$ cat src/rtl/acc_pkg.sv
// Shared definitions for the accelerator wrapper: write-word width and
// run-state encoding used by the write buffer.
package acc_pkg;

  localparam int ACC_DATA_W = 21;

  typedef enum logic [1:0] {
    IDLE       = 2'd0,
    RUN        = 2'd1,
    WAIT_EMPTY = 2'd2,
    FLUSHED    = 2'd3
  } run_state_t;

endpackage

$ cat src/rtl/acc_wr_buffer_if.sv
// Bus bundle for acc_wr_buffer: upstream write port, sink handshake and
// run-status outputs. The master side is whoever drives the buffer's inputs.
interface acc_wr_buffer_if
  import acc_pkg::*;
#(
  parameter int DATA_W = ACC_DATA_W,
  parameter int CNT_W  = 8
);

  logic              start;
  logic              wr_req;
  logic [DATA_W-1:0] wr_data;
  logic              acc_done;
  logic              out_valid;
  logic              out_ready;
  logic [DATA_W-1:0] out_data;
  logic              full;
  logic              empty;
  logic              overflow;
  logic [CNT_W-1:0]  word_cnt;
  logic              flushed;

  modport master (
    output start, wr_req, wr_data, acc_done, out_ready,
    input  out_valid, out_data, full, empty, overflow, word_cnt, flushed
  );

  modport slave (
    input  start, wr_req, wr_data, acc_done, out_ready,
    output out_valid, out_data, full, empty, overflow, word_cnt, flushed
  );

endinterface

$ cat src/rtl/sync_fifo.sv
// Single-clock FIFO with an explicit 0..DEPTH occupancy counter. Push/pop are
// qualified here; a pop never sees a word pushed in the same cycle.
module sync_fifo #(
  parameter int DATA_W = 21,
  parameter int DEPTH  = 8
) (
  input  logic              clk,
  input  logic              rst,
  input  logic              push_req,
  input  logic [DATA_W-1:0] push_data,
  input  logic              pop_req,
  output logic [DATA_W-1:0] pop_data,
  output logic              full,
  output logic              empty,
  output logic              push_ok
);

  localparam int AW    = $clog2(DEPTH);
  localparam int OCC_W = $clog2(DEPTH + 1);

  logic [DATA_W-1:0] mem_r [DEPTH];
  logic [AW-1:0]     wr_ptr_r;
  logic [AW-1:0]     rd_ptr_r;
  logic [OCC_W-1:0]  occ_r;
  logic              pop_ok_s;

  assign full     = (occ_r == OCC_W'(DEPTH));
  assign empty    = (occ_r == {OCC_W{1'b0}});
  assign pop_ok_s = pop_req && !empty;
  // A pop in the same cycle frees the slot, so a full FIFO can still accept.
  assign push_ok  = push_req && (!full || pop_ok_s);
  assign pop_data = mem_r[rd_ptr_r];

  // Storage write; contents need no reset.
  always_ff @(posedge clk) begin
    if (push_ok) begin
      mem_r[wr_ptr_r] <= push_data;
    end
  end

  // Pointers and occupancy.
  always_ff @(posedge clk) begin
    if (rst) begin
      wr_ptr_r <= {AW{1'b0}};
      rd_ptr_r <= {AW{1'b0}};
      occ_r    <= {OCC_W{1'b0}};
    end else begin
      if (push_ok) begin
        wr_ptr_r <= wr_ptr_r + AW'(1);
      end
      if (pop_ok_s) begin
        rd_ptr_r <= rd_ptr_r + AW'(1);
      end
      case ({push_ok, pop_ok_s})
        2'b10:   occ_r <= occ_r + OCC_W'(1);
        2'b01:   occ_r <= occ_r - OCC_W'(1);
        default: occ_r <= occ_r;
      endcase
    end
  end

endmodule

$ cat src/rtl/acc_wr_buffer.sv
// Write buffer between the accelerator and the result sink: FIFO plus drop
// detection, accepted-word counting and end-of-run (flushed) tracking.
module acc_wr_buffer
  import acc_pkg::*;
#(
  parameter int DATA_W = ACC_DATA_W,
  parameter int DEPTH  = 8,
  parameter int CNT_W  = 8
) (
  input  logic            clk,
  input  logic            rst,
  acc_wr_buffer_if.slave  bus
);

  localparam logic [CNT_W-1:0] CNT_MAX = {CNT_W{1'b1}};

  logic             push_ok_s;
  logic             drop_s;
  logic             overflow_r;
  logic [CNT_W-1:0] word_cnt_r;
  logic             flushed_r;
  run_state_t       state_r;

  sync_fifo #(
    .DATA_W (DATA_W),
    .DEPTH  (DEPTH)
  ) u_fifo (
    .clk       (clk),
    .rst       (rst),
    .push_req  (bus.wr_req),
    .push_data (bus.wr_data),
    .pop_req   (bus.out_ready),
    .pop_data  (bus.out_data),
    .full      (bus.full),
    .empty     (bus.empty),
    .push_ok   (push_ok_s)
  );

  assign drop_s        = bus.wr_req && !push_ok_s;
  assign bus.out_valid = !bus.empty;
  assign bus.overflow  = overflow_r;
  assign bus.word_cnt  = word_cnt_r;
  assign bus.flushed   = flushed_r;

  // Sticky overflow; a drop in the start cycle still counts for the new run.
  always_ff @(posedge clk) begin
    if (rst) begin
      overflow_r <= 1'b0;
    end else if (bus.start) begin
      overflow_r <= drop_s;
    end else begin
      overflow_r <= overflow_r | drop_s;
    end
  end

  // Saturating accepted-word counter; a push with start counts after the clear.
  always_ff @(posedge clk) begin
    if (rst) begin
      word_cnt_r <= {CNT_W{1'b0}};
    end else if (bus.start) begin
      word_cnt_r <= push_ok_s ? CNT_W'(1) : {CNT_W{1'b0}};
    end else if (push_ok_s && (word_cnt_r != CNT_MAX)) begin
      word_cnt_r <= word_cnt_r + CNT_W'(1);
    end else begin
      word_cnt_r <= word_cnt_r;
    end
  end

  // Run FSM with registered flushed flag.
  always_ff @(posedge clk) begin
    if (rst) begin
      state_r   <= IDLE;
      flushed_r <= 1'b0;
    end else if (bus.start) begin
      state_r   <= RUN;
      flushed_r <= 1'b0;
    end else begin
      case (state_r)
        IDLE: begin
          state_r   <= IDLE;
          flushed_r <= 1'b0;
        end
        RUN: begin
          if (bus.acc_done) begin
            state_r <= WAIT_EMPTY;
          end
          flushed_r <= 1'b0;
        end
        WAIT_EMPTY: begin
          if (bus.empty && !push_ok_s) begin
            state_r   <= FLUSHED;
            flushed_r <= 1'b1;
          end
        end
        FLUSHED: begin
          state_r   <= FLUSHED;
          flushed_r <= 1'b1;
        end
        default: begin
          state_r   <= IDLE;
          flushed_r <= 1'b0;
        end
      endcase
    end
  end

endmodule

$ cat src/flat_wrapper.sv
// flat-port wrapper written by rule: the top's interface ports become plain ports
module acc_wr_buffer_flat import acc_pkg::*;
#(
  parameter int DATA_W = ACC_DATA_W,
  parameter int DEPTH  = 8,
  parameter int CNT_W  = 8
)
  (clk, rst, bus_start, bus_wr_req, bus_wr_data, bus_acc_done, bus_out_ready, bus_out_valid, bus_out_data, bus_full, bus_empty, bus_overflow, bus_word_cnt, bus_flushed);
  acc_wr_buffer_if #(.DATA_W(DATA_W), .CNT_W(CNT_W)) bus_i ();
  input  logic clk;
  input  logic rst;
  input wire logic [$bits(bus_i.start)-1:0] bus_start;
  input wire logic [$bits(bus_i.wr_req)-1:0] bus_wr_req;
  input wire logic [$bits(bus_i.wr_data)-1:0] bus_wr_data;
  input wire logic [$bits(bus_i.acc_done)-1:0] bus_acc_done;
  input wire logic [$bits(bus_i.out_ready)-1:0] bus_out_ready;
  output wire logic [$bits(bus_i.out_valid)-1:0] bus_out_valid;
  output wire logic [$bits(bus_i.out_data)-1:0] bus_out_data;
  output wire logic [$bits(bus_i.full)-1:0] bus_full;
  output wire logic [$bits(bus_i.empty)-1:0] bus_empty;
  output wire logic [$bits(bus_i.overflow)-1:0] bus_overflow;
  output wire logic [$bits(bus_i.word_cnt)-1:0] bus_word_cnt;
  output wire logic [$bits(bus_i.flushed)-1:0] bus_flushed;
  assign bus_i.start = bus_start;
  assign bus_i.wr_req = bus_wr_req;
  assign bus_i.wr_data = bus_wr_data;
  assign bus_i.acc_done = bus_acc_done;
  assign bus_i.out_ready = bus_out_ready;
  assign bus_out_valid = bus_i.out_valid;
  assign bus_out_data = bus_i.out_data;
  assign bus_full = bus_i.full;
  assign bus_empty = bus_i.empty;
  assign bus_overflow = bus_i.overflow;
  assign bus_word_cnt = bus_i.word_cnt;
  assign bus_flushed = bus_i.flushed;
  acc_wr_buffer #(.DATA_W(DATA_W), .DEPTH(DEPTH), .CNT_W(CNT_W)) u_core (.clk(clk), .rst(rst), .bus(bus_i));
endmodule
$ cat config.mk
export PLATFORM = sky130hd
export DESIGN_NAME = acc_wr_buffer_flat
export DESIGN_NICKNAME = d
export VERILOG_FILES = /design/src/rtl/acc_pkg.sv /design/src/rtl/acc_wr_buffer_if.sv /design/src/rtl/sync_fifo.sv /design/src/rtl/acc_wr_buffer.sv /design/src/flat_wrapper.sv
export SDC_FILE = /design/constraint.sdc
export NUM_CORES = 1
export LEC_CHECK = 0
export BUFFER_PORTS_ARGS = -buffer_cell sky130_fd_sc_hd__buf_4
export CAP_MARGIN = 5
export CORE_UTILIZATION = 45
export DETAILED_ROUTE_END_ITERATION = 8
export GPL_TIMING_DRIVEN = 0
export PLACE_DENSITY_LB_ADDON = 0.15
export SYNTH_ARGS = -nofsm -noshare
export SYNTH_HDL_FRONTEND = slang
export SYNTH_SLANG_ARGS = --single-unit
export TNS_END_PERCENT = 20
$ cat constraint.sdc
create_clock -name clk -period 7 [get_ports clk]
set_input_delay 0.35 -clock clk [delete_from_list [all_inputs] [get_ports clk]]
set_output_delay 0.35 -clock clk [all_outputs]
set_load 0.01 [all_outputs]
==> results of run 1 <==
[sequential cells by signal, summed over array words and instances (netlist names), named ones only]
signal	count
u_core.u_fifo.mem_r	168
u_core.bus.word_cnt	8
u_core.u_fifo.occ_r	4
u_core.u_fifo.rd_ptr_r	3
u_core.u_fifo.wr_ptr_r	3
u_core.state_r	2
u_core.bus.flushed	1
u_core.bus.overflow	1
[worst max-delay path, delay by kind of cell, from the launching register on]
kind / cells / cell delay (ns)
flip-flops: 1 / 0.31
buffers and inverters: 3 / 1.07
multiplexers: 2 / 0.72
[placed cells by master (no fill, tap or decap), drive strengths merged, types with 2 or more instances in the layout]
cell,synthesis,routed
o21ai,4,4
mux4,42,42
or3,3,3
nor2b,3,3
nor4,4,4
nor3,7,7
edfxtp,168,168
buf,7,79
bufinv,0,2
mux2i,3,3
clkbuf,12,33
nor2,17,17
o31ai,2,2
nand3,6,6
or4,2,2
o211ai,4,4
a21oi,9,9
clkinv,0,5
nand2,13,13
and2,3,3
ha,5,5
clkinvlp,0,4
nand2b,4,4
dfxtp,25,25
o41ai,2,2
xor2,4,4
inv,8,8
mux2,24,24
[per-stage QoR]
step / power (W) / cells
floorplan: 0.00172 / 397
global placement: 0.00189 / 676
detailed placement: 0.00192 / 689
CTS: 0.00283 / 721
global route: 0.00292 / 721
finish: 0.00280 / 721
[per-layer routing]
layer | wire length (um) | vias to the layer above | GRT usage [%]
met4 | 174 | 0 | 6.32
met2 | 7030 | 94 | 28.0
met3 | 785 | 14 | 4.54
met5 | 0 | - | 0
li1 | - | 1788 | -
met1 | 6200 | 1990 | 23.6
[synth_stat cells, types with 2 or more instances]
| cell | count | area share [%] |
|---|---|---|
| nor2_1 | 17 | 0.84 |
| clkbuf_1 | 12 | 0.59 |
| o31ai_1 | 2 | 0.20 |
| o211ai_1 | 4 | 0.39 |
| a21oi_1 | 8 | 0.53 |
| nor2b_1 | 3 | 0.25 |
| mux4_2 | 42 | 12 |
| nor4_1 | 4 | 0.33 |
| edfxtp_1 | 168 | 66 |
| dfxtp_1 | 25 | 6.6 |
| nand2_1 | 12 | 0.59 |
| buf_2 | 5 | 0.33 |
| nor3_1 | 7 | 0.46 |
| o41ai_1 | 2 | 0.23 |
| mux2_2 | 21 | 3.1 |
| nand3_1 | 6 | 0.39 |
| o21ai_2 | 2 | 0.23 |
| mux2i_1 | 3 | 0.39 |
| inv_1 | 7 | 0.34 |
| o21ai_0 | 2 | 0.13 |
| or3_1 | 3 | 0.25 |
| and2_1 | 2 | 0.16 |
| xor2_1 | 4 | 0.46 |
| mux2_4 | 3 | 0.59 |
| nand2b_1 | 4 | 0.33 |
| ha_1 | 5 | 0.82 |
[how the worst max path moves through the flow]
stage	start	endpoint	slack, ns	cells past startpoint
2_1_floorplan	u_core.u_fifo.occ_r[0]	u_core.u_fifo.mem_r[0][0]	3.68	4
4_1_cts	flop	bus_out_data[11]	4.11	5
6_report	flop	bus_out_data[11]	4.13	5
3_5_place_dp	u_core.u_fifo.occ_r[0]	u_core.u_fifo.mem_r[1][5]	4.54	5
3_3_place_gp	u_core.u_fifo.occ_r[0]	u_core.u_fifo.mem_r[0][5]	1.62	4
5_1_grt	flop	bus_out_data[13]	4.03	5
[cell type report]
class,count,area share (%)
plain buffers,19,0.975
clock buffers,21,4.83
clock inverters,11,1.28
inverters,8,0.357
multi-input cells,177,22.0
flip-flops and latches,193,60.8
well taps,220,3.02
repair buffers,72,6.73
[power by group through the flow]
| stage | Clock (W) | Sequential, W | Combinational [W] |
|---|---|---|---|
| detailed placement | 0 | 0.00136 | 0.000560 |
| floorplan | 0 | 0.00135 | 0.000366 |
| finish | 0.000920 | 0.00133 | 0.000549 |
| global route | 0.000983 | 0.00134 | 0.000596 |
| CTS | 0.000939 | 0.00133 | 0.000562 |
| global placement | 0 | 0.00136 | 0.000532 |
[kinds of logic after synthesis]
kind of cell               synth area share [%]
DFF                                        72.7
muxes                                      16.5
and+or+nand+nor                            4.68
AOI/OAI and AO/OA                          2.86
buffers and inverters                      1.59
adders and majority gates                  1.08
xor gates and xnor gates                  0.574
==> metrics.txt, run 1 <==
outcome=completed; die width=between 100 and 150 um; ys async rst share=0%; prevailing post-synth register cell=edfxtp_1; Antenna diodes=0; WHS Path Cells=2; multi-input logic area=2000 um^2; vias per inst=between 5 and 6; Initial Utilization=46.0%; sequential area share after synthesis=between 70 and 80%; Clock Power Share=32.8%; Hold Crit Class=in2reg; antenna viol nets, final=0; post-synthesis net count=430; fin nets=521; clk_skew=0.0140 ns; core area=16,600 um^2; Least-Margin Pin Slew=about 0.9 ns; register area=5550 um^2; post-cts hold buffer count=0; crit path DAT=between 2 and 3 ns; sw frac=24.6%; kind of critical path=reg2out; Power Internal=0.00211 W; CTS Buffer Depth=2; # Post-CTS Setup Buffers=0; # IOs=61; Max VDD drop=between 0.15 and 0.2 mV; crit start category=flop; antenna violations before repair=0; clk sinks=a little under 200; Reg2Reg Setup Slack=4.54 ns; share of layout cells above drive strength 1=between 30% and 40%; share of power burned in registers=47.6%; Slowest-stage cell, CP=clkbuf_1; CP max stage delay=a little under 0.7 ns; vias after detailed routing=just under 4,000; total grt overflow=0; residual DRC count=0; CTS H-tree depth=4; DRT iter0 DRCs=301; worst hold margin=between 0.1 and 0.15 ns; final worst path period share=41.0%; RSZ-0062 raised after global routing=no; CP Capture Type=output port; Min-Delay Endpoint=u_core.state_r[1]; r2r worst-path depth=5; synthesized instance count=397; Final Hold Viols=0; first-pass GRT wire length=approximately 22,000 um; critical path required time=6.65 ns; Root Buffer=clkbuf_16; worst-path maximum fanout=10; Core Rows=between 40 and 50; FILL cells=roughly 1,300; final worst setup slack=4.13 ns; design area=~9000 um^2; number of global-route vias before repair=approximately 4,000; setup_tns=0 ns; clk slew on worst S/H paths=0.07 ns; reg2reg start=u_core.u_fifo.occ_r[0]; DP Wirelength=approximately 9200 um; Layout Utilization=55.0%; Cell Pwr Density=around 300 nW/um^2; Crit path top cell by count=clkbuf_1; CTS buffer count=17; post-synth design cell area=7620 um^2; DRT Pass-1 Iters=5; max-slew violations=0; Resize count post-CTS=0; CTS tree=yes; final-report setup violation count=0; max cap viols=0; Net Sw Power=0.000690 W; Clk Latency, worst-skew pair=0.43 ns; GRT Util Overall=17.6%; final WL=14,200 um; Static Leak=2.99 nW; DR WL/cell=19.7 um; crit path time final=2.87 ns; Rel. slew slack=between 30% and 40%; FF+latch count, synth=193; EDFF count, synth=between 150 and 200; Worst Min Path Start=bus_start; Synth cell types=50; die footprint=approximately 17,000 um^2; maximum clock rate=348 MHz; syn avg cell area=19.2 um^2; r2r endpoint=u_core.u_fifo.mem_r[1][2]; pre-CTS setup slack=4.54 ns; largest net degree at the start of global routing=22; die height=132 um; Layout area overhead=19.5%; crit-path cells=clkbuf_1 -> clkbuf_1 -> mux4_2 -> mux2_2 -> buf_4; GP Congestion=0.715; Yosys warning count=0; Comb pwr share=slightly below 20%; Buffers on Ports=59; Post-Place Cell Area=8560 um^2
(Power assumes the default switching activity.)
==> inputs of run 2 (changes only) <==
- ABC_AREA: not set -> 1
- clock period: 7 -> 3 ns (I/O delays scaled with it)
==> run 2 against run 1 <==
  * Sequential cell count unchanged
  * Total power rose to 2.6 times the previous value
  * Register-to-register slack worse by 3.8 ns
  * Synthesized area up 2.2%
  * Combinational power rose to 3.3 times the previous value
  * Core utilization up 1.4 points
  * Critical endpoint is now u_core.u_fifo.mem_r[1][12]
==> metrics.txt, run 2 <==
outcome=completed; Initial Utilization=46.5% (+0.52 points); final worst setup slack=0.739 ns (-3.39 ns); CP Capture Type=flop; worst-path maximum fanout=13 (+3); post-cts hold buffer count=22 (+22); Final Hold Viols=0 (unchanged); final worst path period share=75.4%; clk_skew=0.00825 ns (-0.00571 ns); r2r endpoint=u_core.u_fifo.mem_r[1][12]; Clk Latency, worst-skew pair=0.42 ns (about the same); pre-CTS setup slack=0.680 ns (-3.86 ns); RSZ-0062 raised after global routing=no; Synth area leaders=edfxtp_1 65%, dfxtp_1 6.4%, mux2i_1 5.4%; vias after detailed routing=5,034 (+30%); share of the synthesized area in the top cell type=64.7% (-1.4 points); GP Congestion=0.791 (+11%); CP startpoint=u_core.u_fifo.occ_r[0]; Hold Crit Class=in2reg; Most flops, register=u_core.u_fifo.mem_r; post-synthesis net count=644 (+50%); met1 track demand over resource=26.4% (+2.8 points); Reg2Reg Setup Slack=0.74 ns (-3.80 ns); clk sinks=193 (unchanged); DR WL/cell=17.7 um (-9.8%); met3 GRT Util=4.00% (-0.54 points); Cell Pwr Density=757 nW/um^2 (+150%); Power Internal=0.00508 W (+140%); fin nets=751 (+44%); crit path DAT=2.39 ns (-0.13 ns); synthesized instance count=611 (+54%); max cap viols=0 (unchanged); final WL=16,900 um (+19%); maximum clock rate=about 440 MHz; worst hold margin=0.0285 ns (-0.100 ns); number of global-route vias before repair=5,044 (+26%); CTS Buffer Depth=2 (unchanged); Root Buffer=clkbuf_16; CTS buffer count=17 (unchanged); FILL cells=1,376 (+5.4%); Core Rows=47 (unchanged); # Post-CTS Setup Buffers=0 (unchanged); largest net degree at the start of global routing=17 (-23%); crit start category=flop; Net Sw Power=0.00208 W (+200%); GRT Util Overall=20.2% (+2.6 points); critical path required time=3.13 ns (-3.52 ns); antenna violations before repair=0 (unchanged); CTS tree=yes; sw frac=29.0% (+4.4 points); Max VDD drop=0.489 mV (+170%); Clock Power Share=31.0% (-1.8 points); total grt overflow=0 (unchanged); die footprint=17,800 um^2 (+2.2%); most frequent cells in the layout=168 x edfxtp_1, 102 x nand2_1, 64 x nor2_1, 60 x buf_4, 47 x o21ai_0; FF+latch count, synth=193 (unchanged); sequential area share after synthesis=71.2% (-1.6 points); DP Wirelength=11,100 um (+22%); Synth cell types=31 (-38%); max reg flops=168 (unchanged); ys async rst share=0% (unchanged); Buffers on Ports=58 (-1.7%); Antenna diodes=0 (unchanged); Comb pwr share=25.2% (+5.6 points); final-report setup violation count=0 (unchanged); antenna viol nets, final=0 (unchanged); share of power burned in registers=43.8% (-3.8 points); Layout area overhead=21.2%; Synth top cells by count=168 x edfxtp_1, 102 x nand2_1, 72 x nor2_1; r2r worst-path depth=7 (+2); Static Leak=3.37 nW (+13%); worst setup path end=u_core.u_fifo.mem_r[1][12]; core area=16,800 um^2 (+1.1%); dominant cell type by area after synthesis=edfxtp_1; EDFF count, synth=168 (unchanged); most common cell after layout, fill and taps aside=edfxtp_1; Resize count post-CTS=0 (unchanged); Rel. slew slack=40.2% (+0.70 points); share of layout cells above drive strength 1=17.6% (-19 points); first-pass GRT wire length=26,900 um (+20%); kind of critical path=reg2reg; max-slew violations=0 (unchanged); die height=134 um (+1.1%); crit path time final=roughly 2.3 ns; met2 usage=33.2% (+5.1 points); CTS H-tree depth=4 (unchanged); syn avg cell area=12.8 um^2 (-34%); die width=134 um (+1.1%); reg2reg start=u_core.u_fifo.occ_r[0]; most common cell in the netlist=edfxtp_1; DRT iter0 DRCs=428 (+42%); clk slew on worst S/H paths=0.07 ns (about the same); residual DRC count=0 (unchanged); Yosys warning count=0 (unchanged); GR peak layer=met2; prevailing post-synth register cell=edfxtp_1; Least-Margin Pin Slew=0.896 ns (-0.00652 ns); vias per inst=5.29 (-1.8%); DRT Pass-1 Iters=5 (unchanged); post-synth design cell area=7790 um^2 (+2.2%); # IOs=61 (unchanged); Layout Utilization=56.3% (+1.4 points)
## run 2: per-layer routing
layer	wire, um	up-vias
met4	338	0
met2	8230	139
met1	7540	2466
met5	0	-
met3	772	17
li1	-	2412
## run 2: logic make-up after synthesis
logic type      after synthesis  share of synthesized area (%)
fa+ha+maj                     6                           1.06
simple gates                201                           10.8
mux                          42                           5.39
compound gates              111                           7.92
xor+xnor                      3                          0.337
flops                       193                           71.2
buf+inv                      55                           3.36
## run 2: worst min path at each step
stage	startpoint	endpoint	slack, ns	cells after the start
global route	rst	u_core.u_fifo.wr_ptr_r[0]	0.04	2
floorplan	bus_wr_data[0]	u_core.u_fifo.mem_r[0][0]	0.25	0
global placement	bus_wr_data[14]	u_core.u_fifo.mem_r[4][14]	0.38	1
finish	rst	u_core.bus.word_cnt[4]	0.03	2
detailed placement	bus_wr_data[15]	u_core.u_fifo.mem_r[1][15]	0.39	1
CTS	rst	u_core.bus.word_cnt[4]	0.02	2
## run 2: cell type report
cell class / count / area [um^2] / share of cell area, %
multi-input combinational: 363 / 2010 / 21.2
tap: 220 / 275 / 2.92
timing repair buffer: 88 / 776 / 8.22
sequential: 193 / 5550 / 58.7
inverter: 27 / 101 / 1.07
clock buffer: 20 / 437 / 4.62
clock inverter: 12 / 141 / 1.50
buffer: 28 / 160 / 1.70
## run 2: critical path, stage by stage, from the launching register on
cell and delay (ns):
dfxtp_1 0.42, nor2_4 0.08, nand3_2 0.14, nand2_1 0.15, nor2_1 0.12, inv_1 0.11, nor2_2 0.70, buf_8 0.24
## run 2: stage by stage
stage | cell area [um^2] | TNS (ns) | power (W) | cells
5_1_grt | 9440 | 0 | 0.00749 | 951
6_report | 9440 | 0 | 0.00715 | 951
3_5_place_dp | 8640 | 0 | 0.00498 | 897
2_1_floorplan | 7790 | 0 | 0.00429 | 611
4_1_cts | 9440 | 0 | 0.00721 | 951
3_3_place_gp | 8500 | -4.54 | 0.00490 | 889
## run 2: power by group through the flow
stage	Combinational (W)	Sequential [W]	Clock [W]
after floorplan	0.00111	0.00317	0
after detailed placement	0.00179	0.00319	0
final	0.00180	0.00313	0.00222
after global placement	0.00172	0.00319	0
after CTS	0.00182	0.00313	0.00226
after global routing	0.00198	0.00314	0.00237
